===== src/rtl/delay_sched.sv =====
// Per-sample scheduler for the delay core: ADC capture -> RAM write -> RAM read -> DAC update.
// Optional per-engine watchdog enabled by defining DELAY_SCHED_TIMEOUT_EN.
module delay_sched #(
  parameter logic [23:0] RAM_END_ADDR     = 24'h01FFFF,
  parameter logic [23:0] W_PTR_START_ADDR = 24'h000000,
  parameter logic [23:0] R_PTR_START_ADDR = 24'h01001C,
  parameter int          TIMEOUT_CYCLES   = 4096
) (
  input  logic        clk,
  input  logic        nrst,
  input  logic        step,
  output logic        adc_start,
  input  logic        adc_done,
  input  logic [15:0] adc_data,
  output logic        ram_start,
  output logic        ram_wr,
  output logic [23:0] ram_addr,
  output logic [15:0] ram_wdata,
  input  logic        ram_done,
  input  logic [15:0] ram_rdata,
  output logic        dac_start,
  output logic [15:0] dac_data,
  input  logic        dac_done,
  output logic        busy,
  output logic        overrun,
  output logic        fault
);

  typedef enum logic [2:0] {
    S_IDLE, S_ADC, S_RAM_WR, S_RAM_RD, S_DAC, S_ADV
  } state_t;

  state_t      state, state_next;
  logic        first;
  logic        expire;
  logic        timeout;
  logic        adc_ok, ram_ok, dac_ok;
  logic [23:0] w_ptr, r_ptr;

  // 25-bit sum so ptr + 2 can never wrap before the end-of-buffer compare.
  function automatic logic [23:0] next_ptr(input logic [23:0] p);
    logic [24:0] sum;
    sum = {1'b0, p} + 25'd2;
    return (sum > {1'b0, RAM_END_ADDR}) ? 24'd0 : sum[23:0];
  endfunction

  // A done arriving in the same cycle as its start pulse belongs to nothing we launched.
  assign adc_ok = adc_done & ~first;
  assign ram_ok = ram_done & ~first;
  assign dac_ok = dac_done & ~first;

`ifdef DELAY_SCHED_TIMEOUT_EN
  localparam logic [15:0] TO_LAST = 16'(TIMEOUT_CYCLES - 1);
  logic [15:0] wd_cnt;
  logic        fault_q;
  logic        wait_st;

  assign wait_st = (state == S_ADC) || (state == S_RAM_WR) ||
                   (state == S_RAM_RD) || (state == S_DAC);
  assign timeout = wait_st && (wd_cnt == TO_LAST);
  assign fault   = fault_q;

  always_ff @(posedge clk) begin
    if (!nrst) begin
      wd_cnt  <= 16'd0;
      fault_q <= 1'b0;
    end else begin
      if (state_next != state) wd_cnt <= 16'd0;
      else if (wait_st)        wd_cnt <= wd_cnt + 16'd1;
      if (expire) fault_q <= 1'b1;
    end
  end
`else
  assign timeout = 1'b0;
  assign fault   = 1'b0;
`endif

  always_comb begin
    state_next = state;
    expire     = 1'b0;
    case (state)
      S_IDLE:   if (step) state_next = S_ADC;
      S_ADC:    if (adc_ok) state_next = S_RAM_WR;
                else if (timeout) begin state_next = S_IDLE; expire = 1'b1; end
      S_RAM_WR: if (ram_ok) state_next = S_RAM_RD;
                else if (timeout) begin state_next = S_IDLE; expire = 1'b1; end
      S_RAM_RD: if (ram_ok) state_next = S_DAC;
                else if (timeout) begin state_next = S_IDLE; expire = 1'b1; end
      S_DAC:    if (dac_ok) state_next = S_ADV;
                else if (timeout) begin state_next = S_IDLE; expire = 1'b1; end
      S_ADV:    state_next = S_IDLE;
      default:  state_next = S_IDLE;
    endcase
  end

  always_ff @(posedge clk) begin
    if (!nrst) begin
      state     <= S_IDLE;
      first     <= 1'b0;
      overrun   <= 1'b0;
      w_ptr     <= W_PTR_START_ADDR;
      r_ptr     <= R_PTR_START_ADDR;
      ram_wr    <= 1'b0;
      ram_addr  <= 24'd0;
      ram_wdata <= 16'd0;
      dac_data  <= 16'd0;
    end else begin
      state <= state_next;
      first <= (state_next != state);
      if (step && (state != S_IDLE)) overrun <= 1'b1;
      // Address and direction only move on entry so the engine sees them stable.
      if (state_next == S_RAM_WR && state != S_RAM_WR) begin
        ram_wr   <= 1'b1;
        ram_addr <= w_ptr;
      end
      if (state_next == S_RAM_RD && state != S_RAM_RD) begin
        ram_wr   <= 1'b0;
        ram_addr <= r_ptr;
      end
      if (state == S_ADC && adc_ok)    ram_wdata <= adc_data;
      if (state == S_RAM_RD && ram_ok) dac_data  <= ram_rdata;
      if (state == S_ADV) begin
        w_ptr <= next_ptr(w_ptr);
        r_ptr <= next_ptr(r_ptr);
      end
    end
  end

  assign adc_start = (state == S_ADC)    && first;
  assign ram_start = ((state == S_RAM_WR) || (state == S_RAM_RD)) && first;
  assign dac_start = (state == S_DAC)    && first;
  assign busy      = (state != S_IDLE);

endmodule

===== config.mk =====
export PLATFORM = sky130hd
export DESIGN_NAME = delay_sched
export DESIGN_NICKNAME = d
export VERILOG_FILES = /design/src/rtl/delay_sched.sv
export SDC_FILE = /design/constraint.sdc
export NUM_CORES = 1
export LEC_CHECK = 0
export ABC_CLOCK_PERIOD_IN_PS = 2900
export CAP_MARGIN = 15
export CORE_MARGIN = 5
export CORE_UTILIZATION = 46
export DETAILED_ROUTE_END_ITERATION = 6
export PLACE_DENSITY = 0.73
export SETUP_SLACK_MARGIN = 0.4
export SYNTH_ARGS = -nofsm -noshare
export SYNTH_HDL_FRONTEND = slang
export SYNTH_SLANG_ARGS = --single-unit

===== constraint.sdc =====
create_clock -name clk -period 2.9 [get_ports clk]
set_input_delay 0.29 -clock clk [delete_from_list [all_inputs] [get_ports clk]]
set_output_delay 0.29 -clock clk [all_outputs]
set_load 0.01 [all_outputs]

==> results of run 1 <==
[routing by layer]
| layer | wire length (µm) | track usage (%) | vias up |
|---|---|---|---|
| met2 | 5900 | 32.8 | 160 |
| met5 | 0 | 0 | - |
| met3 | 801 | 3.98 | 21 |
| li1 | - | - | 2160 |
| met4 | 208 | 6.16 | 0 |
| met1 | 5760 | 27.2 | 2095 |
[placed cells by master, fill, tap and decap left out, types with 3 or more instances in the layout]
cell / synthesis / layout
nand3_1: 22 / 22
clkdlybuf4s50_1: 0 / 98
a31oi_1: 3 / 3
a21oi_1: 69 / 69
nand4_2: 3 / 3
nor3_1: 21 / 20
xnor2_1: 12 / 12
buf_4: 2 / 10
a211oi_1: 5 / 5
nand4b_1: 3 / 3
inv_1: 4 / 4
a31o_2: 3 / 3
nor2b_1: 4 / 4
clkbuf_8: 0 / 9
and3b_1: 3 / 3
nand2_1: 114 / 114
nand2b_1: 3 / 3
o211ai_1: 4 / 4
or3_1: 4 / 4
and3_1: 32 / 32
ha_1: 4 / 4
dfxtp_1: 107 / 105
nor2_1: 21 / 21
xor2_1: 7 / 7
nand4_1: 11 / 11
a22oi_1: 23 / 23
o21ai_0: 3 / 3
nand3b_1: 4 / 4
[kinds of logic (layout without fill, tap and decap cells)]
kind of cell / count (synthesis) / after routing / synth area share, %
compound gates: 125 / 125 / 16.6
xor+xnor: 19 / 19 / 3.55
mux: 2 / 2 / 0.427
fa+ha+maj: 4 / 4 / 1.07
simple gates: 264 / 264 / 29.0
flops: 107 / 107 / 45.7
other cells: 1 / 2 / 0.0799
buf+inv: 43 / 129 / 3.63
[stage by stage]
stage / worst slack, ns / power [mW] / util, %
2_1_floorplan: 0.804 / 1.67 / -
3_3_place_gp: 0.574 / 1.79 / 58.5
3_5_place_dp: 0.470 / 1.80 / 58.5
4_1_cts: 0.416 / 2.69 / 60.5
5_1_grt: 0.401 / 2.78 / 60.6
6_report: 0.515 / 2.67 / 60.6
[synth_stat cells, drive strengths merged, types with 3 or more instances]
library cell	n	share of area, %
o21ai	5	0.53
and3b	3	0.56
dfxtp	107	46
a31o	3	0.56
clkbuf	35	2.8
nand3	23	2.6
nor4	4	1.2
xor2	7	1.3
a211oi	5	0.80
o211ai	4	0.64
xnor2	12	2.2
inv	5	0.40
a31oi	3	0.40
nand4	14	2.3
buf	3	0.43
nor2	21	1.7
a22oi	23	3.7
nand2	114	9.1
a21oi	70	7.5
nor3b	3	0.48
or3	4	0.53
and3	32	4.3
nand4b	3	0.56
nand3b	4	0.64
ha	4	1.1
nor2b	4	0.53
nor3	22	2.5
nand2b	3	0.40
[worst paths after layout]
kind	endpoint	cells after the start	startpoint	slack, ns
setup / recovery	r_ptr[16]	8	r_ptr[1]	0.51
hold / removal	ram_wdata[12]	2	ram_wdata[12]	0.46
hold reg to reg	ram_wdata[12]	2	ram_wdata[12]	0.46
setup reg to reg	r_ptr[16]	8	r_ptr[1]	0.51
[cell type report]
type | count | area, µm² | area share [%]
tap | 133 | 166 | 2.78
clock buffer | 10 | 128 | 2.14
clock inverter | 6 | 63.8 | 1.07
timing repair buffer | 108 | 1060 | 17.7
sequential | 107 | 2140 | 35.9
inverter | 5 | 18.8 | 0.314
multi-input combinational | 416 | 2400 | 40.1
[power by group]
group	total [mW]	switching, mW	internal [mW]
logic	0.239	0.120	0.119
clock network	0.904	0.504	0.400
registers	1.53	0.0308	1.50
[sequential cells by signal, indices dropped and copies added, names as in the netlist]
name       cells
r_ptr         23
ram_addr      23
w_ptr         23
dac_data      16
ram_wdata     16
state          3
first          1
overrun        1
ram_wr         1
[critical path, stage by stage (launching register included)]
cell       delay [ns]
dfxtp_2          0.39
ha_1             0.23
and3_1           0.26
nand4_2          0.18
a2111oi_1        0.47
nor3_2           0.10
buf_4            0.21
a21oi_2          0.32
o21ai_1          0.12
[timing repair]
item,4_1_cts,5_1_grt
endpoints found under the hold margin,0,0
endpoints found under the setup margin,0,20
gates resized for setup,0,5
==> impl_metrics.env, run 1 <==
export IMPL_dpl_instance_area_um2=5780
export IMPL_synth_ff_latch_count=107
export IMPL_placed_cells=769
export IMPL_timing_final_crit_period_ns=2.39
export IMPL_postLayoutCellArea_um2=5980
export IMPL_power_static_leakage_nw=2.09
export IMPL_ctsHoldBuffers=0
export IMPL_area_added_between_synthesis_and_finish_pct=27.4
export IMPL_max_clock_path_buffers=2
export IMPL_clkSinkCount=107
export IMPL_timing_worst_slew_pin_value_ns=0.604
export IMPL_worst_slew_margin_rel_pct=59.7
export IMPL_crit_required_ns=3.14
export IMPL_yosys_cell_types_count=54
export IMPL_starting_density_of_the_core_pct=47.6
export IMPL_slew_violations=0
export IMPL_dr_total_vias=4436
export IMPL_drt_first_iter_violations=365
export IMPL_std_cell_rows=36
export IMPL_die_width_um=111
export IMPL_critPathMaxFanout=13
export IMPL_cts_inserted_buffers=9
export IMPL_vias_in_the_first_global_route=4153
export IMPL_route_detailed_wl_per_inst_um=16.1
export IMPL_irDropWorstVdd_mv=0.282
export IMPL_drive_above_1_share_pct=7.06
export IMPL_setup_viol_count_final=0
export IMPL_rsz0062_at_grt="true"
export IMPL_postCtsSetupBuffers=0
export IMPL_power_per_cell_area_nw_per_um2=447
export IMPL_die_area_um2=12300
export IMPL_gr_total_overflow=0
export IMPL_timing_clock_skew_ns=0.00726
export IMPL_global_route_usage_total_pct=20.2
export IMPL_postRouteWirelength_um=12700
export IMPL_start_kind="flip-flop"
export IMPL_detailedPlacementHpwl_um=8770
export IMPL_class_of_the_tightest_hold_or_removal_check="flip-flop to flip-flop"
export IMPL_place_port_buffers=98
export IMPL_outcome="complete, no violations"
export IMPL_type_of_destination_of_the_critical_path="flip-flop"
export IMPL_grt_start_max_net_pins=41
export IMPL_finalCritPeriodShare_pct=82.2
export IMPL_fillers=887
export IMPL_dieHeight_um=111
export IMPL_first_pass_grt_wire_length_um=20900
export IMPL_place_gp_congestion=0.847
export IMPL_asr_flop_ratio_synth_pct=0
export IMPL_ant_nets=0
export IMPL_finalHoldViolations=0
export IMPL_tritoncts="yes"
export IMPL_via_per_inst=5.65
export IMPL_finalNetCount=689
export IMPL_ys_warn_count=0
export IMPL_clkTransAtPathRegs_ns=0.10
export IMPL_synth_edf_count=0
export IMPL_h_tree_depth=3
export IMPL_max_freq_mhz=419
export IMPL_master_cell_of_the_clock_root_buffer="clkbuf_8"
export IMPL_antenna_found_initial=0
export IMPL_drtPass1Iterations=5
export IMPL_dominantRegCellSynth="dfxtp_1"
export IMPL_worst_endpoint_arrival_ns=2.62
export IMPL_hold_ws_ns=0.458
export IMPL_design_core_area_um2=9860
export IMPL_remaining_drc_errors=0
export IMPL_synth_cell_area_um2=4690
export IMPL_postSynthCellCount=565
export IMPL_avgSynthCellArea_um2=8.30
export IMPL_clock_insertion_delay_worst_skew_ns=0.36
export IMPL_setup_worst_path_class="flip-flop to flip-flop"
export IMPL_ys_seq_area_share_pct=45.7
export IMPL_n_diodes=0
export IMPL_ios=101
export IMPL_setup_tns_final_ns=0
export IMPL_stdcell_count=785
export IMPL_drv_cap=0
No activity file was read; power rests on OpenSTA's default activity.
==> inputs of run 2 (changes only) <==
Settings changed: ABC_CLOCK_PERIOD_IN_PS 2900 to 2000, PLACE_DENSITY 0.73 to 0.76.
Clock period 2.9 ns to 2 ns, I/O delays scaled along.
==> impl_metrics.env, run 2 (synthesized netlist as in run 1, its figures left out) <==
export IMPL_h_tree_depth=3
export IMPL_reg2reg_to="r_ptr[16]"
export IMPL_ios=101
export IMPL_timing_hold_worst_endpoint="ram_wdata[2]"
export IMPL_setup_slack_ns=-0.103
export IMPL_regToRegSetupSlack_ns=-0.10
export IMPL_clkSinkCount=107
export IMPL_design_core_area_um2=9860
export IMPL_finalHoldViolations=0
export IMPL_clock_insertion_delay_worst_skew_ns=0.38
export IMPL_setup_worst_path_start="r_ptr[2]"
export IMPL_reg2reg_depth=9
export IMPL_timing_clock_skew_ns=0.00654
export IMPL_drive_above_1_share_pct=31.2
export IMPL_start_kind="flip-flop"
export IMPL_antenna_found_initial=0
export IMPL_finalNetCount=786
export IMPL_worst_endpoint_arrival_ns=2.38
export IMPL_min_from="adc_data[2]"
export IMPL_max_freq_mhz=476
export IMPL_critPathMaxFanout=7
export IMPL_setup_viol_count_final=27
export IMPL_n_diodes=0
export IMPL_route_layer_met1_wl_um=6780
export IMPL_gr_total_overflow=0
export IMPL_route_detailed_wl_per_inst_um=18.8
export IMPL_std_cell_rows=36
export IMPL_die_area_um2=12300
export IMPL_outcome="finished with violations"
export IMPL_class_of_the_tightest_hold_or_removal_check="input pin to flip-flop"
export IMPL_remaining_drc_errors=0
export IMPL_power_per_cell_area_nw_per_um2=568
export IMPL_starting_density_of_the_core_pct=47.6
export IMPL_place_gp_congestion=0.881
export IMPL_via_per_inst=5.78
export IMPL_place_port_buffers=98
export IMPL_grt_start_max_net_pins=46
export IMPL_dp_worst_setup_slack_ns=-0.0319
export IMPL_drt_first_iter_violations=331
export IMPL_detailedPlacementHpwl_um=9830
export IMPL_irDropWorstVdd_mv=0.459
export IMPL_first_pass_grt_wire_length_um=24500
export IMPL_area_added_between_synthesis_and_finish_pct=58.6
export IMPL_dr_total_vias=5094
export IMPL_drtPass1Iterations=5
export IMPL_timing_final_crit_period_ns=2.10
export IMPL_max_clock_path_buffers=2
export IMPL_clkTransAtPathRegs_ns=0.10
export IMPL_dieHeight_um=111
export IMPL_power_static_leakage_nw=2.69
export IMPL_drv_cap=0
export IMPL_finalCritPeriodShare_pct=105
export IMPL_layout_cells_most_common_list="nand2_1, clkdlybuf4s50_1, dfxtp_1"
export IMPL_tritoncts="yes"
export IMPL_violations="setup timing"
export IMPL_ant_nets=0
export IMPL_ctsHoldBuffers=0
export IMPL_wl_met3_um=939
export IMPL_detailroute_wirelength_met2_um=8450
export IMPL_vias_in_the_first_global_route=4836
export IMPL_die_width_um=111
export IMPL_postRouteWirelength_um=16600
export IMPL_cts_inserted_buffers=9
export IMPL_cell_depth_of_the_worst_hold_path=3
export IMPL_rr_startpoint="r_ptr[2]"
export IMPL_postLayoutCoreUtil_pct=75.4
export IMPL_rsz0062_at_grt="true"
export IMPL_layout_cells_most_common="nand2_1"
export IMPL_master_cell_of_the_clock_root_buffer="clkbuf_8"
export IMPL_crit_required_ns=2.27
export IMPL_type_of_destination_of_the_critical_path="flip-flop"
export IMPL_largest_registers="r_ptr: 23 flops, ram_addr: 23 flops, w_ptr: 23 flops"
export IMPL_global_route_usage_total_pct=24.0
export IMPL_route_top_layer_used="met4"
export IMPL_total_power_mw=4.23
export IMPL_slew_violations=0
export IMPL_setup_worst_path_class="flip-flop to flip-flop"
run 2: cell count changes in the layout (fill, tap and decap cells not counted), sizes merged:
cell           previous run  this run
buf                      10       105
bufinv                    1         2
clkbuf                   10        14
clkdlybuf4s15             0         1
clkdlybuf4s50            98        94
clkinv                    2         1
clkinvlp                  2         1
or2                       1         3
run 2: how the worst max path moves through the flow:
stage	endpoint	cells after the start	slack [ns]
2_1_floorplan	w_ptr[2]	6	0.11
6_report	r_ptr[16]	9	-0.10
4_1_cts	r_ptr[16]	8	0.03
5_1_grt	r_ptr[16]	9	-0.21
3_3_place_gp	w_ptr[2]	6	0.02
3_5_place_dp	w_ptr[2]	7	-0.03
run 2: what timing repair did:
item / in CTS / in global routing
endpoints found under the setup margin: 78 / 76
setup buffers: 19 / 17
gates resized for setup: 76 / 59
pin swaps: 16 / 30
cloned: 2 / 8
run 2: power breakdown:
group | total [mW] | internal, mW | leakage, nW | switching (mW)
Sequential | 2.19 | 2.16 | 0.876 | 0.0300
Clock | 1.51 | 0.747 | 0.110 | 0.764
Combinational | 0.523 | 0.266 | 1.71 | 0.257
Total | 4.23 | 3.18 | 2.69 | 1.05
run 2: per-layer routing:
layer / global-route usage, % / vias up
li1: - / 2368
met5: 0 / -
met3: 3.98 / 38
met2: 43.2 / 210
met1: 28.7 / 2478
met4: 8.54 / 0
run 2: critical path, cell delays in order (launching register included):
cell	delay, ns
dfxtp_4	0.38
ha_4	0.13
and3_4	0.21
nand4_4	0.12
buf_4	0.17
nor4_2	0.36
nor3_4	0.12
buf_6	0.14
a21oi_4	0.24
o21ai_1	0.11
run 2: metrics by stage:
stage | hold WS (ns) | cells | cell area [µm²] | setup TNS (ns)
floorplan | 0.336 | 566 | 4840 | 0
global route | 0.370 | 882 | 7440 | -3.69
detailed placement | 0.446 | 820 | 6330 | -0.0461
global placement | 0.441 | 820 | 6330 | 0
finish | 0.350 | 882 | 7440 | -1.08
CTS | 0.342 | 857 | 6970 | 0
run 2: layout make-up:
class	instances	area, µm²
clock buffers	11	141
repair buffers	203	1970
flip-flops and latches	107	2190
inverters	5	18.8
fillers	640	2420
multi-input cells	418	2870
well taps	133	166
clock inverters	5	85.1
==> inputs of run 3 (changes only) <==
Settings changed: CORE_UTILIZATION 46 to 40, PLACE_DENSITY 0.76 to 0.68, REMOVE_ABC_BUFFERS from default to 1.
==> impl_metrics.env, run 3 (synthesized netlist as in run 1, its figures left out) <==
export IMPL_setup_viol_count_final=10
export IMPL_h_tree_depth=3
export IMPL_die_width_um=118
export IMPL_ant_nets=0
export IMPL_drt_first_iter_violations=473
export IMPL_cp_cell_sequence="buf_6, nand4_1, buf_4, nor3_2, and4b_1, o221ai_4, buf_4, a211oi_1, a31o_2"
export IMPL_p_seq_share_pct=49.2
export IMPL_die_area_um2=14000
export IMPL_grt_start_max_net_pins=47
export IMPL_irDropWorstVdd_mv=0.548
export IMPL_timing_clock_skew_ns=0.00748
export IMPL_rr_startpoint="w_ptr[2]"
export IMPL_place_gp_congestion=0.837
export IMPL_crit_required_ns=2.24
export IMPL_std_cell_rows=39
export IMPL_antenna_found_initial=0
export IMPL_starting_density_of_the_core_pct=40.9
export IMPL_rsz0062_at_grt="true"
export IMPL_clkTransAtPathRegs_ns=0.08
export IMPL_n_diodes=0
export IMPL_combPwrFrac_pct=11.7
export IMPL_clock_insertion_delay_worst_skew_ns=0.35
export IMPL_setup_worst_path_class="flip-flop to flip-flop"
export IMPL_slew_violations=0
export IMPL_cts_inserted_buffers=9
export IMPL_worst_endpoint_arrival_ns=2.29
export IMPL_drtPass1Iterations=5
export IMPL_design_core_area_um2=11500
export IMPL_finalCritPeriodShare_pct=102
export IMPL_gr_total_overflow=0
export IMPL_route_detailed_wl_per_inst_um=17.9
export IMPL_critPathMaxFanout=6
export IMPL_class_of_the_tightest_hold_or_removal_check="input pin to flip-flop"
export IMPL_type_of_destination_of_the_critical_path="flip-flop"
export IMPL_detailedPlacementHpwl_um=9990
export IMPL_tritoncts="yes"
export IMPL_dieHeight_um=118
export IMPL_power_internal_mw=3.33
export IMPL_place_port_buffers=98
export IMPL_worst_path_buf_inv=3
export IMPL_outcome="finished with violations"
export IMPL_clkSinkCount=107
export IMPL_start_kind="flip-flop"
export IMPL_drive_above_1_share_pct=33.4
export IMPL_power_switching_mw=1.14
export IMPL_violations="setup timing"
export IMPL_postLayoutCoreUtil_pct=65.5
export IMPL_finalNetCount=786
export IMPL_finalHoldViolations=0
export IMPL_via_per_inst=5.63
export IMPL_setup_worst_path_start="w_ptr[2]"
export IMPL_setup_slack_ns=-0.0471
export IMPL_dr_total_vias=5020
export IMPL_min_from="adc_data[3]"
export IMPL_critPathMaxStageDelay_ns=0.35
export IMPL_vias_in_the_first_global_route=4777
export IMPL_drv_cap=0
export IMPL_postRouteWirelength_um=15900
export IMPL_switching_share_pct=25.5
export IMPL_area_added_between_synthesis_and_finish_pct=60.2
export IMPL_timing_final_crit_period_ns=2.05
export IMPL_stdcell_count=891
export IMPL_max_clock_path_buffers=2
export IMPL_dp_worst_setup_slack_ns=-0.235
export IMPL_ctsHoldBuffers=0
export IMPL_ios=101
export IMPL_global_route_usage_total_pct=20.5
export IMPL_power_static_leakage_nw=2.76
export IMPL_critical_path_top_delay_family="simple AND/OR/NAND/NOR gates"
export IMPL_placed_cells=837
export IMPL_layout_cells_most_common_list="nand2_1, clkdlybuf4s50_1, dfxtp_1"
export IMPL_first_pass_grt_wire_length_um=23900
export IMPL_max_freq_mhz=488
export IMPL_clock_power_share_pct=39.1
export IMPL_master_cell_of_the_clock_root_buffer="clkbuf_16"
export IMPL_power_per_cell_area_nw_per_um2=596
export IMPL_remaining_drc_errors=0
export IMPL_critPathMostFrequentCell="buf_4"
export IMPL_largest_registers="r_ptr: 23 flops, ram_addr: 23 flops, w_ptr: 23 flops"
export IMPL_worst_path_max_delay_cell="dfxtp_2"
export IMPL_total_power_mw=4.47
## run 3: metrics by stage
step	setup TNS, ns	instance area, µm²	hold WS (ns)
2_1_floorplan	-64.16	4540	0.280
3_3_place_gp	-0.769	6260	0.442
3_5_place_dp	-2.82	6260	0.446
4_1_cts	0	6950	0.391
5_1_grt	-2.17	7510	0.393
6_report	-0.233	7510	0.399
## run 3: what timing repair did
| action | 4_1_cts | 5_1_grt |
|---|---|---|
| setup endpoints to repair | 78 | 63 |
| pin swaps | 31 | 57 |
| gates cloned | 1 | 4 |
| setup buffers | 19 | 15 |
| hold endpoints to repair | 0 | 0 |
| resized for setup | 67 | 124 |
## run 3: worst min-delay path, cell delays in order
cell and delay (ns):
clkdlybuf4s50_1 0.39, nand2_1 0.05, a21oi_1 0.05
## run 3: final timing paths
path	to	slack, ns	depth (start not counted)
worst max-delay path	w_ptr[3]	-0.05	9
worst min-delay path	ram_wdata[3]	0.40	3
worst max register to register	w_ptr[3]	-0.05	9
worst min register to register	ram_addr[22]	0.46	2
## run 3: power groups by stage
stage / clock network (mW) / logic, mW / registers (mW)
2_1_floorplan: 0 / 0.135 / 2.26
3_3_place_gp: 0 / 0.389 / 2.25
3_5_place_dp: 0 / 0.393 / 2.25
4_1_cts: 1.75 / 0.396 / 2.20
5_1_grt: 1.87 / 0.558 / 2.21
6_report: 1.75 / 0.523 / 2.20
## run 3: area by class of cell
| type | instances | area (µm²) |
|---|---|---|
| timing repair buffer | 204 | 1940 |
| inverter | 5 | 18.8 |
| multi-input combinational | 417 | 2920 |
| fill | 898 | 3950 |
| tap | 143 | 179 |
| clock buffer | 10 | 239 |
| sequential | 107 | 2170 |
| clock inverter | 5 | 47.5 |
## run 3: per-layer routing
metal | wire length [µm] | GRT usage, % | vias to the layer above
met3 | 1020 | 4.54 | 30
met4 | 288 | 6.74 | 0
met5 | 0 | 0 | -
met1 | 6360 | 25.5 | 2434
li1 | - | - | 2357
met2 | 8270 | 35.2 | 199
